===== src/rtl/alu_share_ctrl_pkg.sv =====
// Shared types for the ALU sharing controller: opcode encodings, FSM states,
// and the combinational ALU used by the top-level result mux.
package alu_share_ctrl_pkg;

  localparam int WORD_W = 32;
  typedef logic [WORD_W-1:0] word_t;

  localparam logic ENABLE  = 1'b1;
  localparam logic DISABLE = 1'b0;

  typedef enum logic [3:0] {
    ALU_OP_ADD     = 4'h0,
    ALU_OP_SUB     = 4'h1,
    ALU_OP_AND     = 4'h2,
    ALU_OP_OR      = 4'h3,
    ALU_OP_XOR     = 4'h4,
    ALU_OP_SLL     = 4'h5,
    ALU_OP_SRL     = 4'h6,
    ALU_OP_SLT     = 4'h7,
    ALU_OP_SLTU    = 4'h8,
    ALU_OP_BEQ     = 4'h9,
    ALU_OP_BNE     = 4'hA,
    ALU_OP_BLT     = 4'hB,
    ALU_OP_BGE     = 4'hC,
    ALU_OP_BLTU    = 4'hD,
    ALU_OP_BGEU    = 4'hE,
    ALU_OP_ST_ADDR = 4'hF
  } alu_op_t;

  // Reserved encoding for a wider 5-bit opcode space; unreachable with 4 bits.
  localparam logic [4:0] ALU_OP_RSVD = 5'h10;

  typedef enum logic [1:0] {
    ACTRL_IDLE = 2'd0,
    ACTRL_EXEC = 2'd1,
    ACTRL_RESP = 2'd2
  } actrl_state_t;

  typedef struct packed {
    word_t sum;
    word_t diff;
    word_t and_r;
    word_t or_r;
    word_t xor_r;
    word_t sll;
    word_t srl;
    word_t st_addr;
    logic  eq;
    logic  lt;
    logic  ltu;
  } alu_out_t;

  function automatic alu_out_t alu_compute(input word_t a, input word_t b, input word_t imm);
    alu_out_t r;
    r.sum     = a + b;
    r.diff    = a - b;
    r.and_r   = a & b;
    r.or_r    = a | b;
    r.xor_r   = a ^ b;
    r.sll     = a << b[4:0];
    r.srl     = a >> b[4:0];
    r.st_addr = imm + a;
    r.eq      = (a == b);
    r.lt      = ($signed(a) < $signed(b));
    r.ltu     = (a < b);
    return r;
  endfunction

endpackage


===== src/rtl/alu_share_ctrl_if.sv =====
// One requester port of the ALU sharing controller: request channel plus
// the matching response channel.
interface alu_share_ctrl_if;
  import alu_share_ctrl_pkg::*;

  logic       req_valid;
  logic       req_ready;
  logic [3:0] req_op;
  word_t      req_src1;
  word_t      req_src2;
  word_t      req_imm;
  logic       rsp_valid;
  logic       rsp_ready;
  word_t      rsp_data;
  logic       rsp_err;

  modport master (
    output req_valid, req_op, req_src1, req_src2, req_imm, rsp_ready,
    input  req_ready, rsp_valid, rsp_data, rsp_err
  );

  modport slave (
    input  req_valid, req_op, req_src1, req_src2, req_imm, rsp_ready,
    output req_ready, rsp_valid, rsp_data, rsp_err
  );
endinterface


===== src/rtl/alu_share_ctrl_arb.sv =====
// Two-way combinational arbiter producing a one-hot grant; round-robin on
// ties when FAIR_RR is set, otherwise port 0 has fixed priority.
module alu_rr_arb2 #(
  parameter bit FAIR_RR = 1'b1
) (
  input  logic [1:0] valid,
  input  logic       last_grant,
  output logic [1:0] grant
);

  always_comb begin
    grant = 2'b00;
    if (FAIR_RR && (valid == 2'b11)) begin
      grant = last_grant ? 2'b01 : 2'b10;
    end else if (valid[0]) begin
      grant = 2'b01;
    end else if (valid[1]) begin
      grant = 2'b10;
    end
  end

endmodule


===== src/rtl/alu_share_ctrl.sv =====
// Shares one combinational ALU between two requesters: grants one request,
// registers its operands, evaluates, and holds the result until consumed.
//
// state | meaning
// IDLE  | waiting for a request; grants one port and captures its operands
// EXEC  | ALU evaluates captured operands; result registered at end of cycle
// RESP  | result presented to the owner port until it is consumed
module alu_share_ctrl
  import alu_share_ctrl_pkg::*;
#(
  parameter bit FAIR_RR = 1'b1
) (
  input  logic                   clk,
  input  logic                   rst,
  alu_share_ctrl_if.slave        p0,
  alu_share_ctrl_if.slave        p1,
  output logic                   busy
);

  actrl_state_t state, state_nxt;
  logic         last_grant;
  logic         owner;
  logic [1:0]   grant;
  logic         accept;
  logic         owner_rsp_ready;
  alu_op_t      op_q;
  word_t        src1_q, src2_q, imm_q;
  word_t        rsp_data;
  word_t        alu_result;
  alu_out_t     alu_out;

  alu_rr_arb2 #(
    .FAIR_RR (FAIR_RR)
  ) u_arb (
    .valid      ({p1.req_valid, p0.req_valid}),
    .last_grant (last_grant),
    .grant      (grant)
  );

  // Gating with rst keeps requests held through reset from being accepted.
  assign accept          = (state == ACTRL_IDLE) && !rst && (grant != 2'b00);
  assign owner_rsp_ready = owner ? p1.rsp_ready : p0.rsp_ready;

  always_ff @(posedge clk) begin
    if (rst) begin
      state <= ACTRL_IDLE;
    end else begin
      state <= state_nxt;
    end
  end

  always_comb begin
    state_nxt = state;
    case (state)
      ACTRL_IDLE: if (grant != 2'b00) state_nxt = ACTRL_EXEC;
      ACTRL_EXEC: state_nxt = ACTRL_RESP;
      ACTRL_RESP: if (owner_rsp_ready) state_nxt = ACTRL_IDLE;
      default:    state_nxt = ACTRL_IDLE;
    endcase
  end

  always_comb begin
    busy         = (state != ACTRL_IDLE);
    p0.req_ready = accept && grant[0];
    p1.req_ready = accept && grant[1];
    p0.rsp_valid = (state == ACTRL_RESP) && !owner;
    p1.rsp_valid = (state == ACTRL_RESP) && owner;
    p0.rsp_data  = rsp_data;
    p1.rsp_data  = rsp_data;
    p0.rsp_err   = DISABLE;
    p1.rsp_err   = DISABLE;
  end

  assign alu_out = alu_compute(src1_q, src2_q, imm_q);

  always_comb begin
    alu_result = '0;
    case (op_q)
      ALU_OP_ADD:     alu_result = alu_out.sum;
      ALU_OP_SUB:     alu_result = alu_out.diff;
      ALU_OP_AND:     alu_result = alu_out.and_r;
      ALU_OP_OR:      alu_result = alu_out.or_r;
      ALU_OP_XOR:     alu_result = alu_out.xor_r;
      ALU_OP_SLL:     alu_result = alu_out.sll;
      ALU_OP_SRL:     alu_result = alu_out.srl;
      ALU_OP_SLT:     alu_result = {31'd0, alu_out.lt};
      ALU_OP_SLTU:    alu_result = {31'd0, alu_out.ltu};
      ALU_OP_BEQ:     alu_result = {31'd0, alu_out.eq};
      ALU_OP_BNE:     alu_result = {31'd0, !alu_out.eq};
      ALU_OP_BLT:     alu_result = {31'd0, alu_out.lt};
      ALU_OP_BGE:     alu_result = {31'd0, !alu_out.lt};
      ALU_OP_BLTU:    alu_result = {31'd0, alu_out.ltu};
      ALU_OP_BGEU:    alu_result = {31'd0, !alu_out.ltu};
      ALU_OP_ST_ADDR: alu_result = alu_out.st_addr;
      default:        alu_result = '0;
    endcase
  end

  always_ff @(posedge clk) begin
    if (rst) begin
      last_grant <= 1'b1;
      owner      <= 1'b0;
      op_q       <= ALU_OP_ADD;
      src1_q     <= '0;
      src2_q     <= '0;
      imm_q      <= '0;
      rsp_data   <= '0;
    end else begin
      if (accept) begin
        owner      <= grant[1];
        last_grant <= grant[1];
        if (grant[1]) begin
          op_q   <= alu_op_t'(p1.req_op);
          src1_q <= p1.req_src1;
          src2_q <= p1.req_src2;
          imm_q  <= p1.req_imm;
        end else begin
          op_q   <= alu_op_t'(p0.req_op);
          src1_q <= p0.req_src1;
          src2_q <= p0.req_src2;
          imm_q  <= p0.req_imm;
        end
      end
      if (state == ACTRL_EXEC) begin
        rsp_data <= alu_result;
      end
    end
  end

endmodule


===== src/flat_wrapper.sv =====
// flat-port wrapper written by rule: the top's interface ports become plain ports
module alu_share_ctrl_flat import alu_share_ctrl_pkg::*;
#(
  parameter bit FAIR_RR = 1'b1
)
  (clk, rst, busy, p0_req_valid, p0_req_op, p0_req_src1, p0_req_src2, p0_req_imm, p0_rsp_ready, p0_req_ready, p0_rsp_valid, p0_rsp_data, p0_rsp_err, p1_req_valid, p1_req_op, p1_req_src1, p1_req_src2, p1_req_imm, p1_rsp_ready, p1_req_ready, p1_rsp_valid, p1_rsp_data, p1_rsp_err);
  alu_share_ctrl_if p0_i ();
  alu_share_ctrl_if p1_i ();
  input  logic clk;
  input  logic rst;
  output logic busy;
  input wire logic [$bits(p0_i.req_valid)-1:0] p0_req_valid;
  input wire logic [$bits(p0_i.req_op)-1:0] p0_req_op;
  input wire logic [$bits(p0_i.req_src1)-1:0] p0_req_src1;
  input wire logic [$bits(p0_i.req_src2)-1:0] p0_req_src2;
  input wire logic [$bits(p0_i.req_imm)-1:0] p0_req_imm;
  input wire logic [$bits(p0_i.rsp_ready)-1:0] p0_rsp_ready;
  output wire logic [$bits(p0_i.req_ready)-1:0] p0_req_ready;
  output wire logic [$bits(p0_i.rsp_valid)-1:0] p0_rsp_valid;
  output wire logic [$bits(p0_i.rsp_data)-1:0] p0_rsp_data;
  output wire logic [$bits(p0_i.rsp_err)-1:0] p0_rsp_err;
  input wire logic [$bits(p1_i.req_valid)-1:0] p1_req_valid;
  input wire logic [$bits(p1_i.req_op)-1:0] p1_req_op;
  input wire logic [$bits(p1_i.req_src1)-1:0] p1_req_src1;
  input wire logic [$bits(p1_i.req_src2)-1:0] p1_req_src2;
  input wire logic [$bits(p1_i.req_imm)-1:0] p1_req_imm;
  input wire logic [$bits(p1_i.rsp_ready)-1:0] p1_rsp_ready;
  output wire logic [$bits(p1_i.req_ready)-1:0] p1_req_ready;
  output wire logic [$bits(p1_i.rsp_valid)-1:0] p1_rsp_valid;
  output wire logic [$bits(p1_i.rsp_data)-1:0] p1_rsp_data;
  output wire logic [$bits(p1_i.rsp_err)-1:0] p1_rsp_err;
  assign p0_i.req_valid = p0_req_valid;
  assign p0_i.req_op = p0_req_op;
  assign p0_i.req_src1 = p0_req_src1;
  assign p0_i.req_src2 = p0_req_src2;
  assign p0_i.req_imm = p0_req_imm;
  assign p0_i.rsp_ready = p0_rsp_ready;
  assign p0_req_ready = p0_i.req_ready;
  assign p0_rsp_valid = p0_i.rsp_valid;
  assign p0_rsp_data = p0_i.rsp_data;
  assign p0_rsp_err = p0_i.rsp_err;
  assign p1_i.req_valid = p1_req_valid;
  assign p1_i.req_op = p1_req_op;
  assign p1_i.req_src1 = p1_req_src1;
  assign p1_i.req_src2 = p1_req_src2;
  assign p1_i.req_imm = p1_req_imm;
  assign p1_i.rsp_ready = p1_rsp_ready;
  assign p1_req_ready = p1_i.req_ready;
  assign p1_rsp_valid = p1_i.rsp_valid;
  assign p1_rsp_data = p1_i.rsp_data;
  assign p1_rsp_err = p1_i.rsp_err;
  alu_share_ctrl #(.FAIR_RR(FAIR_RR)) u_core (.clk(clk), .rst(rst), .p0(p0_i), .p1(p1_i), .busy(busy));
endmodule

===== config.mk =====
export PLATFORM = sky130hd
export DESIGN_NAME = alu_share_ctrl_flat
export DESIGN_NICKNAME = d
export VERILOG_FILES = /design/src/rtl/alu_share_ctrl_pkg.sv /design/src/rtl/alu_share_ctrl_if.sv /design/src/rtl/alu_share_ctrl_arb.sv /design/src/rtl/alu_share_ctrl.sv /design/src/flat_wrapper.sv
export SDC_FILE = /design/constraint.sdc
export NUM_CORES = 1
export LEC_CHECK = 0
export ABC_AREA = 1
export CAP_MARGIN = 20
export CORE_MARGIN = 1.5
export CORE_UTILIZATION = 40
export CTS_BUF_LIST = sky130_fd_sc_hd__clkbuf_4
export CTS_CLUSTER_SIZE = 14
export DETAILED_ROUTE_END_ITERATION = 6
export REMOVE_ABC_BUFFERS = 1
export SLEW_MARGIN = 20
export SYNTH_ARGS = -nofsm -noshare
export SYNTH_HDL_FRONTEND = slang
export SYNTH_SLANG_ARGS = --single-unit

===== constraint.sdc =====
create_clock -name clk -period 4.3 [get_ports clk]
set_input_delay 0.86 -clock clk [delete_from_list [all_inputs] [get_ports clk]]
set_output_delay 0.86 -clock clk [all_outputs]
set_load 0.02 [all_outputs]

# After elaboration in Yosys (flattened, before gate mapping)

Index checks and enable logic that the tools add are counted.

Bits in registers: 136
Word-level logic and storage cells: 70
Output and inout port bits: 71
Bits of input ports: 206

Muxes and demuxes: 13
Bitwise logic cells: 3
$add $sub $neg: 3
Reductions and logical operators: 18
$lt $le $gt $ge: 2
Shifts and indexed selects: 2
Eq/ne operators: 21

Operators with widths:

| operator                                                        | number |
|---|---|
| 32-bit case mux with 14 select lines                            | 1 |
| 32-bit two-way mux                                              | 3 |
| 32-bit adder                                                    | 2 |
| 32-bit less-than comparator                                     | 2 |
| 32-bit bitwise AND                                              | 1 |
| 32-bit == test                                                  | 1 |
| 4-bit == test, second input constant                            | 8 |
| 32-bit bitwise OR                                               | 1 |
| 32-bit by 5-bit left shift with 32-bit output                   | 1 |
| 32-bit by 5-bit >> shifter with 32-bit output                   | 1 |
| 32-bit subtractor                                               | 1 |
| 32-bit XOR                                                      | 1 |
| 4-bit by 3-bit == test with 1-bit output, second input constant | 4 |
| 2-bit two-way mux                                               | 6 |
| 4-bit by 2-bit == test with 1-bit output, second input constant | 2 |
| 1-bit logical AND                                               | 6 |
| 2-bit case mux with 3 select lines                              | 1 |
| 1-bit zero test                                                 | 5 |
| 2-bit == test, second input constant                            | 2 |
| 4-bit by 1-bit == test with 1-bit output, second input constant | 1 |
| 4-bit zero test                                                 | 1 |
| 4-bit two-way mux                                               | 1 |
| 2-bit nonzero test                                              | 2 |
| 2-bit OR reduction                                              | 2 |
| other kinds (6)                                                 | 6 |

# Longest topological paths before layout

Depth in word-level cells: 6
Mapped depth: 24
Gate-level depth less buffers: 23

# By module

From an unflattened synthesis, not the netlist that was laid out.

Cell total of the unflattened synthesis: 2573
Area total of the unflattened synthesis: 15282.2 um^2

Modules (own cells, without submodules):

| module         | area an instance (um^2) | sequential area each (um^2) | times used | cells an instance |
|---|---|---|---|---|
| alu_share_ctrl | 15260.9                 | 2722.6                      | 1          | 2568 |
| alu_rr_arb2    | 21.3                    | 0.0                         | 1          | 5 |

# Worst setup path after synthesis

Ideal clock, no wire load.

Kind: register to register
Start: reg u_core.op_q[3]
End: reg u_core.rsp_data[22] (netlist: u_core.p0.rsp_data[22])
Stages on the path, launching flop included: 23
Library setup time: 0.070 ns
Arrival time: 2.939 ns
Buffers on the path: 1
Setup slack: 1.291 ns
Data required time: 4.230 ns
Cells stage by stage: dfxtp_1 -> nand2_1 -> inv_1 -> nand2_1 -> clkinv_1 -> clkbuf_1 -> nand2_1 -> o21ai_0 -> ha_1 -> inv_1 -> fa_1 -> inv_1 -> nand3_1 -> nand2_1 -> inv_1 -> o21ai_2 -> nand2_1 -> nand2_1 -> a21oi_1 -> or2_2 -> nand3_1 -> nand2_1 -> a21oi_1

Word-level cells in the longest chain between the ends: 3

RTL lines:

| what                                                                             | RTL line              | text |
|---|---|---|
| start, declared                                                                  | alu_share_ctrl.sv:26  | `alu_op_t op_q;` |
| start signal, assigned                                                           | alu_share_ctrl.sv:113 | `op_q <= alu_op_t'(p1.req_op);` |
| start signal, assigned                                                           | alu_share_ctrl.sv:118 | `op_q <= alu_op_t'(p0.req_op);` |
| 4-bit == test / 4-bit by 3-bit == test with 1-bit output (equally long branches) | alu_share_ctrl.sv:78  | `case (op_q)` |
| 2-bit OR reduction (no source line)                                              | -                     |  |
| 32-bit case mux with 14 select lines (*)                                         | alu_share_ctrl.sv:78  |  |
| end signal, assigned                                                             | alu_share_ctrl.sv:125 | `rsp_data <= alu_result;` |
| end, declared                                                                    | alu_share_ctrl.sv:28  | `word_t rsp_data;` |

Mark *: on every way between the ends. The rest lies on a longest branch, timed or not.
A chain may end at the register's enable or synchronous reset.

# Final worst setup path

Start: reg u_core.op_q[3]
End: reg u_core.rsp_data[23] (netlist: u_core.p0.rsp_data[23])

Same word-level chain as after synthesis.

==> metrics.txt <==
HP Class in2reg; pin count of the biggest net entering global routing 70; share of the synthesized area in the top cell type 21.2%; ANT nets after route 0; via count around 19k; routed wire length between 70,000 and 80,000 um; antenna violations before repair 4; Power Total 0.00504 W; clock-pin slew on the worst setup and hold paths between 0.1 and 0.15 ns; post_cts resized 0; GRT Residual Overflow 0; Hold WS approximately 0.43 ns; H-tree levels 4; Iter 0 DRT Violations ~2.2k; TritonRoute pass-1 iters 6; met1 Usage GRT roughly 50%; largest cells by area after synthesis nand2_1 21%, dfxtp_1 18%, ha_1 11%; reg2reg setup slack around 0.56 ns; Top Usage Layer GRT met2; Worst-Margin Slew around 1.1 ns; worst rel slew slack around 28%; CP endpoint kind register; Area after DPL approximately 18,000 um^2; setup bufs post-CTS 0; Final Max Slew Viols 0; EDFF count, synth 0; root buffer cell clkbuf_4; layout cells sized above 1 roughly 3.3%; Sequential Area 2720 um^2; Hold Violations, Final 0; GRT Overall Usage between 30% and 40%; Longest Clk Path Bufs 2; I/O Pins about 280; CTS buffer count 17; Post-Syn Instances about 2.6k; Worst R2R Start u_core.op_q[3]$_SDFFE_PP0P_; status completed; total of max-cap violations 0; filler cell count just over 4k; asr flop ratio synth 0%; crit path max fanout 22; Max VDD drop ~0.32 mV; Die Width 198 um; Setup-failing EPs final 0; DP HPWL 57,600 um; RSZ-0062 raised after global routing false; IO Port Bufs 274; data arrival time of the critical path ~4.4 ns; GP Congestion 1.01; CTS tree yes; cell leakage power roughly 8 nW; min-delay src rst; initial core utilization 40.5%; Cells after DPL between 3k and 4k; skew final about 0.032 ns; first-pass GRT wire length about 100,000 um; DR WL/cell around 21 um; drt drc 0; number of synthesis warnings 0; Critical Path RT about 5 ns; fin area 18,300 um^2; Skew-Pair Late Insertion Delay about 0.70 ns; r2r endpoint u_core.p0.rsp_data[23]$_SDFFE_PP0N_; cts hold-fix bufs 0; Critical Path Start u_core.op_q[3]$_SDFFE_PP0P_; core area roughly 37,000 um^2; hold path depth 2; register bit total from synthesis about 140; global routing usage on met3 6.98%; Syn Area/Cell between 5 and 6 um^2; critical path launch point type register; vias in the first global route about 17k; Crit Path Class reg2reg; FP Rows a little over 70; Non-Filler Instances 3,339; hold endpoint u_core.state[0]$_SDFFE_PP0P_; Final nets 3,148; die area 39,100 um^2; Die Y roughly 200 um; utilization after layout between 40% and 50%; Synth-to-Final Area Change 20.8%; PwrDens approximately 280 nW/um^2; min Tclk post-route roughly 3.7 ns; biggest area consumer among synthesized cells nand2_1; # clock sinks 136; via-per-instance ratio about 5.7; Distinct cells, synth 46; post-synthesis instance area between 15,000 and 20,000 um^2; M2 GR Usage a little under three fifths; Tcrit/Tclk final 87.1%; area of the multi-input gates approximately 11,000 um^2; Synth Flop Type dfxtp_1; worst reg2reg path depth 19; sequential element share of the synthesized area approximately 18%; f_max 0.267 GHz
-- report_power, final --
part           switching, W  leakage [nW]  total [W]  internal (W)
clock              0.000547         0.135   0.000889      0.000343
combinational       0.00175          6.56    0.00265      0.000897
sequential         0.000141          1.11    0.00150       0.00136
-- cells in the final DEF, fill, tap and decap left out, types with 16 or more instances in the layout --
master and instances:
nand3_1 258, inv_1 252, buf_4 40, nor2_1 209
a22oi_1 16, a31oi_1 82, nand2_1 856, nor3_1 16
clkbuf_4 18, o21ai_0 177, o21ai_1 25, o211ai_1 29
dfxtp_1 135, clkdlybuf4s50_1 273, a21oi_1 133, nand4_1 27
ha_1 128
-- metrics by stage --
stage               setup TNS [ns]  setup slack, ns
floorplan                  -117.57            -1.50
global placement                 0            0.768
detailed placement               0            0.711
CTS                              0            0.678
global route                     0            0.235
finish                           0            0.557
-- cell usage after synthesis (4+ instances only) --
cell and instances:
a21oi_1 133, nand3b_1 5, nor2_1 213, ha_1 128, o21ai_1 25, inv_1 253, a31oi_1 82, a22oi_1 16
a211oi_1 12, buf_1 9, xor2_1 9, o21bai_1 12, o21a_1 15, a221oi_1 9, nand2_1 856, nand3_1 258
or2_2 9, o21ai_0 177, dfxtp_1 136, buf_4 39, nand4_1 27, nor4_1 7, o211ai_1 29, and3_1 5
o22ai_1 9, buf_6 4, buf_2 48, mux2i_1 5, a21o_1 4, clkbuf_1 62, nor3_1 16
-- worst max-delay path by stage --
stage                                     endpoint  cells past startpoint
2_1_floorplan                         p1_req_ready                      4
3_3_place_gp   u_core.p0.rsp_data[28]$_SDFFE_PP0N_                     20
3_5_place_dp   u_core.p0.rsp_data[28]$_SDFFE_PP0N_                     20
4_1_cts        u_core.p0.rsp_data[28]$_SDFFE_PP0N_                     21
5_1_grt        u_core.p0.rsp_data[28]$_SDFFE_PP0N_                     21
6_report       u_core.p0.rsp_data[23]$_SDFFE_PP0N_                     19
-- area by class of cell --
cell class | count | area share [%]
antenna | 5 | 0.0682
clock inverter | 12 | 0.710
clock buffer | 18 | 0.737
timing repair buffer | 314 | 16.6
tap | 511 | 3.49
multi-input combinational | 2085 | 58.2
sequential | 136 | 14.9
inverter | 258 | 5.28
-- critical path: stages (launching register included) --
cell,delay [ns]
dfxtp_1,0.37
nand2_1,0.14
inv_1,0.05
nand2_1,0.13
clkinv_1,0.29
buf_4,0.31
nand2_1,0.07
o21ai_0,0.08
ha_1,0.45
nand2_1,0.14
nor2_1,0.36
nand2_1,0.10
o211ai_1,0.20
nand2_1,0.12
nand2_1,0.19
a21oi_1,0.14
or2_2,0.29
nand3_1,0.07
nand2_1,0.06
a21oi_1,0.12
-- metal layers --
layer	up-vias	wire length [um]
met5	-	9
met4	2	2440
met2	984	31100
li1	9052	-
met3	112	7040
met1	8827	31100
-- registers in the layout, indices dropped and copies added, names as in the netlist --
| register | count |
|---|---|
| u_core.src2_q | 32 |
| u_core.owner | 1 |
| u_core.state | 2 |
| u_core.op_q | 4 |
| u_core.imm_q | 32 |
| u_core.src1_q | 32 |
| u_core.last_grant | 1 |
| u_core.p0.rsp_data | 32 |
-- kinds of logic (layout without fill, tap and decap cells) --
logic type / after synthesis / count (layout) / share of synthesized area, %
compound gates: 535 / 535 / 20.4
xor+xnor: 12 / 12 / 0.692
fa+ha+maj: 130 / 130 / 10.8
buf+inv: 420 / 602 / 11.9
flops: 136 / 136 / 17.9
mux: 5 / 5 / 0.330
other cells: 1 / 7 / 0.0247
simple gates: 1401 / 1401 / 37.9
Note: power is estimated with default switching activity, not from simulation.
